<file path="src/rtl/cmp_pkg.sv">
// Shared types and constants for the digit-serial magnitude comparator family.
package cmp_pkg;
   typedef enum logic [1:0] {IDLE, RUN, DONE} cmp_state_t;
   localparam int unsigned DIGIT_W = 2;
endpackage

</file>
<file path="src/rtl/cmp2_slice.sv">
// Two-bit magnitude compare slice with EQ/GT cascade; purely combinational.
module cmp2_slice
   import cmp_pkg::*;
(
   input  logic [DIGIT_W-1:0] da,
   input  logic [DIGIT_W-1:0] db,
   input  logic               eq_in,
   input  logic               gt_in,
   output logic               eq_o,
   output logic               gt_o
);
   assign eq_o = eq_in & (da == db);
   assign gt_o = gt_in | (eq_in & (da > db));
endmodule

</file>
<file path="src/rtl/serial_mag_comparator.sv">
// Digit-serial unsigned comparator: walks the operands MSB-first, one 2-bit digit per cycle,
// feeding the EQ/GT cascade back through registers so a single slice does the whole compare.
module serial_mag_comparator
   import cmp_pkg::*;
#(
   parameter int unsigned WIDTH      = 8,
   parameter bit          EARLY_EXIT = 1'b1
) (
   input  logic             clk,
   input  logic             rst,
   input  logic             start,
   input  logic [WIDTH-1:0] a,
   input  logic [WIDTH-1:0] b,
   output logic             busy,
   output logic             done,
   output logic             eq_out,
   output logic             gt_out,
   output logic             lt_out
);
   localparam int unsigned CNT_W = $clog2(WIDTH / 2 + 1);

   if ((WIDTH % 2) != 0 || WIDTH < 2) begin : g_width_check
      $error("serial_mag_comparator: WIDTH must be even and >= 2");
   end

   cmp_state_t       state_q, state_d;
   logic [WIDTH-1:0] a_sh_q, a_sh_d;
   logic [WIDTH-1:0] b_sh_q, b_sh_d;
   logic [CNT_W-1:0] cnt_q, cnt_d;
   logic             eq_acc_q, eq_acc_d;
   logic             gt_acc_q, gt_acc_d;
   logic             busy_q, busy_d;
   logic             done_q, done_d;
   logic             eq_q, eq_d;
   logic             gt_q, gt_d;
   logic             lt_q, lt_d;
   logic             slice_eq, slice_gt;

   cmp2_slice u_slice (
      .da    (a_sh_q[WIDTH-1 -: DIGIT_W]),
      .db    (b_sh_q[WIDTH-1 -: DIGIT_W]),
      .eq_in (eq_acc_q),
      .gt_in (gt_acc_q),
      .eq_o  (slice_eq),
      .gt_o  (slice_gt)
   );

   always_comb begin
      state_d  = state_q;
      a_sh_d   = a_sh_q;
      b_sh_d   = b_sh_q;
      cnt_d    = cnt_q;
      eq_acc_d = eq_acc_q;
      gt_acc_d = gt_acc_q;
      busy_d   = 1'b0;
      done_d   = 1'b0;
      eq_d     = eq_q;
      gt_d     = gt_q;
      lt_d     = lt_q;
      unique case (state_q)
         // DONE accepts a new request exactly like IDLE, giving back-to-back operation.
         IDLE, DONE: begin
            state_d = IDLE;
            if (start) begin
               state_d  = RUN;
               busy_d   = 1'b1;
               a_sh_d   = a;
               b_sh_d   = b;
               eq_acc_d = 1'b1;
               gt_acc_d = 1'b0;
               cnt_d    = CNT_W'(WIDTH / 2);
            end
         end
         RUN: begin
            eq_acc_d = slice_eq;
            gt_acc_d = slice_gt;
            a_sh_d   = a_sh_q << DIGIT_W;
            b_sh_d   = b_sh_q << DIGIT_W;
            cnt_d    = cnt_q - CNT_W'(1);
            if (cnt_q == CNT_W'(1) || (EARLY_EXIT && !slice_eq)) begin
               state_d = DONE;
               done_d  = 1'b1;
               eq_d    = slice_eq;
               gt_d    = slice_gt;
               lt_d    = ~slice_eq & ~slice_gt;
            end else begin
               busy_d = 1'b1;
            end
         end
         default: state_d = IDLE;
      endcase
   end

   always_ff @(posedge clk or posedge rst) begin
      if (rst) begin
         state_q  <= IDLE;
         a_sh_q   <= '0;
         b_sh_q   <= '0;
         cnt_q    <= '0;
         eq_acc_q <= 1'b0;
         gt_acc_q <= 1'b0;
         busy_q   <= 1'b0;
         done_q   <= 1'b0;
         eq_q     <= 1'b0;
         gt_q     <= 1'b0;
         lt_q     <= 1'b0;
      end else begin
         state_q  <= state_d;
         a_sh_q   <= a_sh_d;
         b_sh_q   <= b_sh_d;
         cnt_q    <= cnt_d;
         eq_acc_q <= eq_acc_d;
         gt_acc_q <= gt_acc_d;
         busy_q   <= busy_d;
         done_q   <= done_d;
         eq_q     <= eq_d;
         gt_q     <= gt_d;
         lt_q     <= lt_d;
      end
   end

   assign busy   = busy_q;
   assign done   = done_q;
   assign eq_out = eq_q;
   assign gt_out = gt_q;
   assign lt_out = lt_q;
endmodule

</file>
<file path="config.mk">
export PLATFORM = sky130hd
export DESIGN_NAME = serial_mag_comparator
export DESIGN_NICKNAME = d
export VERILOG_FILES = /design/src/rtl/cmp_pkg.sv /design/src/rtl/cmp2_slice.sv /design/src/rtl/serial_mag_comparator.sv
export SDC_FILE = /design/constraint.sdc
export NUM_CORES = 1
export LEC_CHECK = 0
export ABC_CLOCK_PERIOD_IN_PS = 2500
export CORE_MARGIN = 2
export CORE_UTILIZATION = 54
export CTS_BUF_LIST = sky130_fd_sc_hd__clkbuf_4 sky130_fd_sc_hd__clkbuf_8 sky130_fd_sc_hd__clkbuf_16
export DETAILED_ROUTE_END_ITERATION = 12
export MAX_ROUTING_LAYER = met4
export PLACE_DENSITY = 0.83
export SLEW_MARGIN = 20
export SYNTH_ARGS = -nofsm -noshare
export SYNTH_HDL_FRONTEND = slang
export SYNTH_SLANG_ARGS = --single-unit
</file>
<file path="constraint.sdc">
create_clock -name clk -period 2.5 [get_ports clk]
set_input_delay 0.625 -clock clk [delete_from_list [all_inputs] [get_ports clk]]
set_output_delay 0.625 -clock clk [all_outputs]
set_load 0.01 [all_outputs]
</file>
==> impl_metrics.xml <==
<?xml version="1.0" encoding="UTF-8"?>
<metrics>
  <group name="status">
    <metric name="status" unit="">finished, final reports clean</metric>
  </group>
  <group name="yosys">
    <metric name="synth_cell_types" unit="">27</metric>
    <metric name="synth.cell_area" unit="µm²">1230</metric>
    <metric name="average_size_of_a_mapped_cell" unit="µm²">10.7</metric>
    <metric name="postSynthCellCount" unit="">115</metric>
    <metric name="synth_nets" unit="">138</metric>
    <metric name="synth.ff_latch_count" unit="">28</metric>
    <metric name="synth_sequential_area_ratio" unit="">0.567</metric>
    <metric name="ys.warnings.count" unit="">0</metric>
  </group>
  <group name="placement">
    <metric name="gp_routability_congestion" unit="">0.793</metric>
    <metric name="port_buffers" unit="">23</metric>
    <metric name="dpl_cell_area" unit="µm²">1480</metric>
    <metric name="pre_cts_slack" unit="ns">0.524</metric>
    <metric name="dpl.hpwl" unit="mm">1.84</metric>
  </group>
  <group name="drt">
    <metric name="route.detailed.vias_per_inst" unit="">5.43</metric>
    <metric name="drt_drc_violations_left" unit="">0</metric>
    <metric name="antenna_violating_nets_left" unit="">0</metric>
    <metric name="detailedRoute.firstPassIterationCount" unit="">4</metric>
    <metric name="drt_iter0_drcs" unit="">13</metric>
    <metric name="vias" unit="">913</metric>
    <metric name="avgRoutedWirePerCell" unit="µm">15.1</metric>
    <metric name="postRouteWirelength" unit="mm">2.53</metric>
  </group>
  <group name="sta">
    <metric name="final.period_utilization" unit="">0.747</metric>
    <metric name="timing.final.hold_violations" unit="">0</metric>
    <metric name="timing.max_slew.rel_slack" unit="">0.700</metric>
    <metric name="total_negative_slack" unit="ns">0</metric>
    <metric name="max_slew.worst_pin.slew" unit="ns">0.450</metric>
    <metric name="rsz0062_at_grt" unit="">no</metric>
    <metric name="setup_ws" unit="ns">0.633</metric>
    <metric name="fmaxAchievable" unit="MHz">536</metric>
    <metric name="setup_viol_count_final" unit="">0</metric>
    <metric name="finClkSkew" unit="ns">0.00532</metric>
    <metric name="fin_crit" unit="ns">1.87</metric>
    <metric name="maxSlewViolCount" unit="">0</metric>
  </group>
  <group name="finish">
    <metric name="regArea" unit="µm²">701</metric>
    <metric name="area_added_between_synthesis_and_finish" unit="%">23.1</metric>
    <metric name="utilization" unit="">0.694</metric>
    <metric name="layout-drive-gt1-share" unit="">0.107</metric>
    <metric name="nets" unit="">164</metric>
    <metric name="nFillCells" unit="">160</metric>
    <metric name="multi_input_gate_area_in_the_final_layout" unit="µm²">462</metric>
    <metric name="design_area" unit="µm²">1520</metric>
    <metric name="diodes" unit="">0</metric>
  </group>
  <group name="critical_path">
    <metric name="critical_path_arrival" unit="ns">1.24</metric>
    <metric name="cp-startpoint" unit="">eq_out</metric>
    <metric name="startpoint_to_endpoint_class_of_the_critical_path" unit="">reg2out</metric>
    <metric name="worst_setup_path_end_kind" unit="">primary output</metric>
    <metric name="critical_path_buf_inv_count" unit="">1</metric>
    <metric name="crit_path_start_kind" unit="">register</metric>
    <metric name="r2r_cells" unit="">6</metric>
    <metric name="worstPathRequired" unit="ns">1.88</metric>
    <metric name="critical_path_cell_count" unit="">1</metric>
    <metric name="worstPathMaxFanout" unit="">2</metric>
    <metric name="worst_path_largest_cell_delay" unit="ns">0.54</metric>
    <metric name="worst_path_dominant_cell_family" unit="">buffers and inverters</metric>
    <metric name="reg2reg_start" unit="">a_sh_q[6]</metric>
    <metric name="rr_endpoint" unit="">gt_out</metric>
    <metric name="setup.reg_to_reg.worst_slack" unit="ns">0.97</metric>
    <metric name="timing.critical_path.cells" unit="">clkdlybuf4s50_1</metric>
    <metric name="critical_path.slowest_cell" unit="">clkdlybuf4s50_1</metric>
    <metric name="timing.critical_path.to" unit="">eq_out</metric>
  </group>
  <group name="clocking">
    <metric name="number_of_buffers_inserted_by_hold_repair_at_cts" unit="">0</metric>
    <metric name="cts_root_buf" unit="">clkbuf_4</metric>
    <metric name="clk-insertion-delay-late" unit="ns">0.33</metric>
    <metric name="post_cts_repair_setup_buffers" unit="">0</metric>
    <metric name="clkSlewWorstSetupHoldPaths" unit="ns">0.14</metric>
    <metric name="clockBufferDepth" unit="">2</metric>
    <metric name="cts_htree_levels" unit="">1</metric>
    <metric name="post_cts_resize_count" unit="">0</metric>
    <metric name="tritoncts_num_sinks" unit="">28</metric>
    <metric name="number_of_buffers_created_by_cts" unit="">3</metric>
    <metric name="tritoncts" unit="">yes</metric>
  </group>
  <group name="global_route">
    <metric name="first_global_vias" unit="">921</metric>
    <metric name="pin_count_of_the_biggest_net_entering_global_routing" unit="">29</metric>
    <metric name="globalRoute.totalOverflow" unit="">0</metric>
    <metric name="grt_pass1_wl" unit="mm">4.22</metric>
    <metric name="initial_antenna_violation_count" unit="">0</metric>
    <metric name="grt_usage" unit="">0.225</metric>
  </group>
  <group name="power_and_ir_drop">
    <metric name="total_power" unit="µW">1770</metric>
    <metric name="static-leakage-power" unit="µW">0.000688</metric>
    <metric name="pwrdens" unit="nW/µm²">1160</metric>
    <metric name="vdd.ir_drop.worst" unit="V">0.000604</metric>
  </group>
  <group name="die">
    <metric name="initial_core_util" unit="">0.564</metric>
    <metric name="rows" unit="">17</metric>
    <metric name="top_level_ports" unit="">24</metric>
    <metric name="coreArea" unit="µm²">2190</metric>
    <metric name="dieHeight" unit="µm">51.8</metric>
    <metric name="floorplan.die_area" unit="µm²">2690</metric>
    <metric name="die_w" unit="µm">51.8</metric>
  </group>
  <group name="min_path">
    <metric name="hold_path.class" unit="">reg2reg</metric>
  </group>
  <group name="flow_run">
    <metric name="cap_viol_max_count" unit="">0</metric>
  </group>
</metrics>
==> Yosys cell counts (all sizes together) <==
library cell  number  area share
a21oi              5       0.020
a22o               4       0.028
a31oi              1      0.0051
and2b              1      0.0061
and3               1      0.0051
buf                6       0.037
dfrtp             28        0.57
ha                 4       0.041
inv                7       0.021
mux2               1       0.012
nand2              7       0.023
nand2b             2       0.010
nand3              1       0.014
nor2              25       0.086
nor2b              2       0.016
o211a              1      0.0081
o21a               1      0.0061
o21ai              2      0.0081
o21bai             1      0.0061
o22ai             13       0.066
o31ai              2       0.012
==> power by group <==
part	internal, µW	total, µW	switching [µW]
clock network	89.2	221	131
registers	651	774	123
logic	357	773	416
total	1100	1770	670
==> cells by family after synthesis <==
kind of cell             count (synthesis)  synth area share
AND/OR/NAND/NOR                         39             0.161
AO/OA/AOI/OAI                           30             0.160
flip-flops                              28             0.567
buffers and inverters                   13            0.0588
adder cells (fa/ha/maj)                  4            0.0405
multiplexers                             1            0.0122
==> state kept, by name (all words and copies together), names as in the netlist <==
| name | count |
|---|---|
| a_sh_q | 8 |
| b_sh_q | 8 |
| busy | 1 |
| cnt_q | 3 |
| done | 1 |
| eq_acc_q | 1 |
| eq_out | 1 |
| gt_acc_q | 1 |
| gt_out | 1 |
| lt_out | 1 |
| state_q | 2 |
==> cell usage in the layout, fill, tap and decap left out, types with 2 or more instances in the layout <==
master / count
dfrtp_1: 28
a21oi_1: 5
o21ai_1: 2
o22ai_1: 13
nand2b_1: 2
nor2_2: 2
ha_1: 4
a22o_1: 4
nor2_1: 22
nand2_1: 6
clkbuf_4: 3
buf_4: 4
clkdlybuf4s50_1: 23
o31ai_1: 2
inv_1: 7
==> how the worst min path moves through the flow <==
stage	startpoint	endpoint	slack, ns	depth (start not counted)
floorplan	a_sh_q[0]	a_sh_q[0]	0.47	1
global placement	a_sh_q[3]	a_sh_q[3]	0.48	2
detailed placement	b_sh_q[1]	b_sh_q[1]	0.48	1
CTS	cnt_q[0]	cnt_q[0]	0.52	1
global route	cnt_q[0]	cnt_q[0]	0.55	1
finish	b_sh_q[6]	b_sh_q[6]	0.52	2
==> layer usage <==
layer  vias up  routed length, µm  global-route usage
met2        23               1230               0.363
met3         6                 97              0.0345
met1       439               1140               0.281
met5         -                  0                   -
met4         0                 64               0.105
li1        445                  -                   -
==> cell type report <==
type | instances | share of cell area
tap | 28 | 0.0230
inverter | 7 | 0.0173
sequential | 28 | 0.461
clock buffer | 4 | 0.0239
multi-input combinational | 74 | 0.304
timing repair buffer | 27 | 0.171
==> per-stage QoR <==
step                      hold WS (ns)  cells
after detailed placement         0.483    164
after global routing             0.553    168
after floorplan                  0.467    115
final                            0.523    168
after CTS                        0.525    168
after global placement           0.479    164
(Power assumes the default switching activity.)
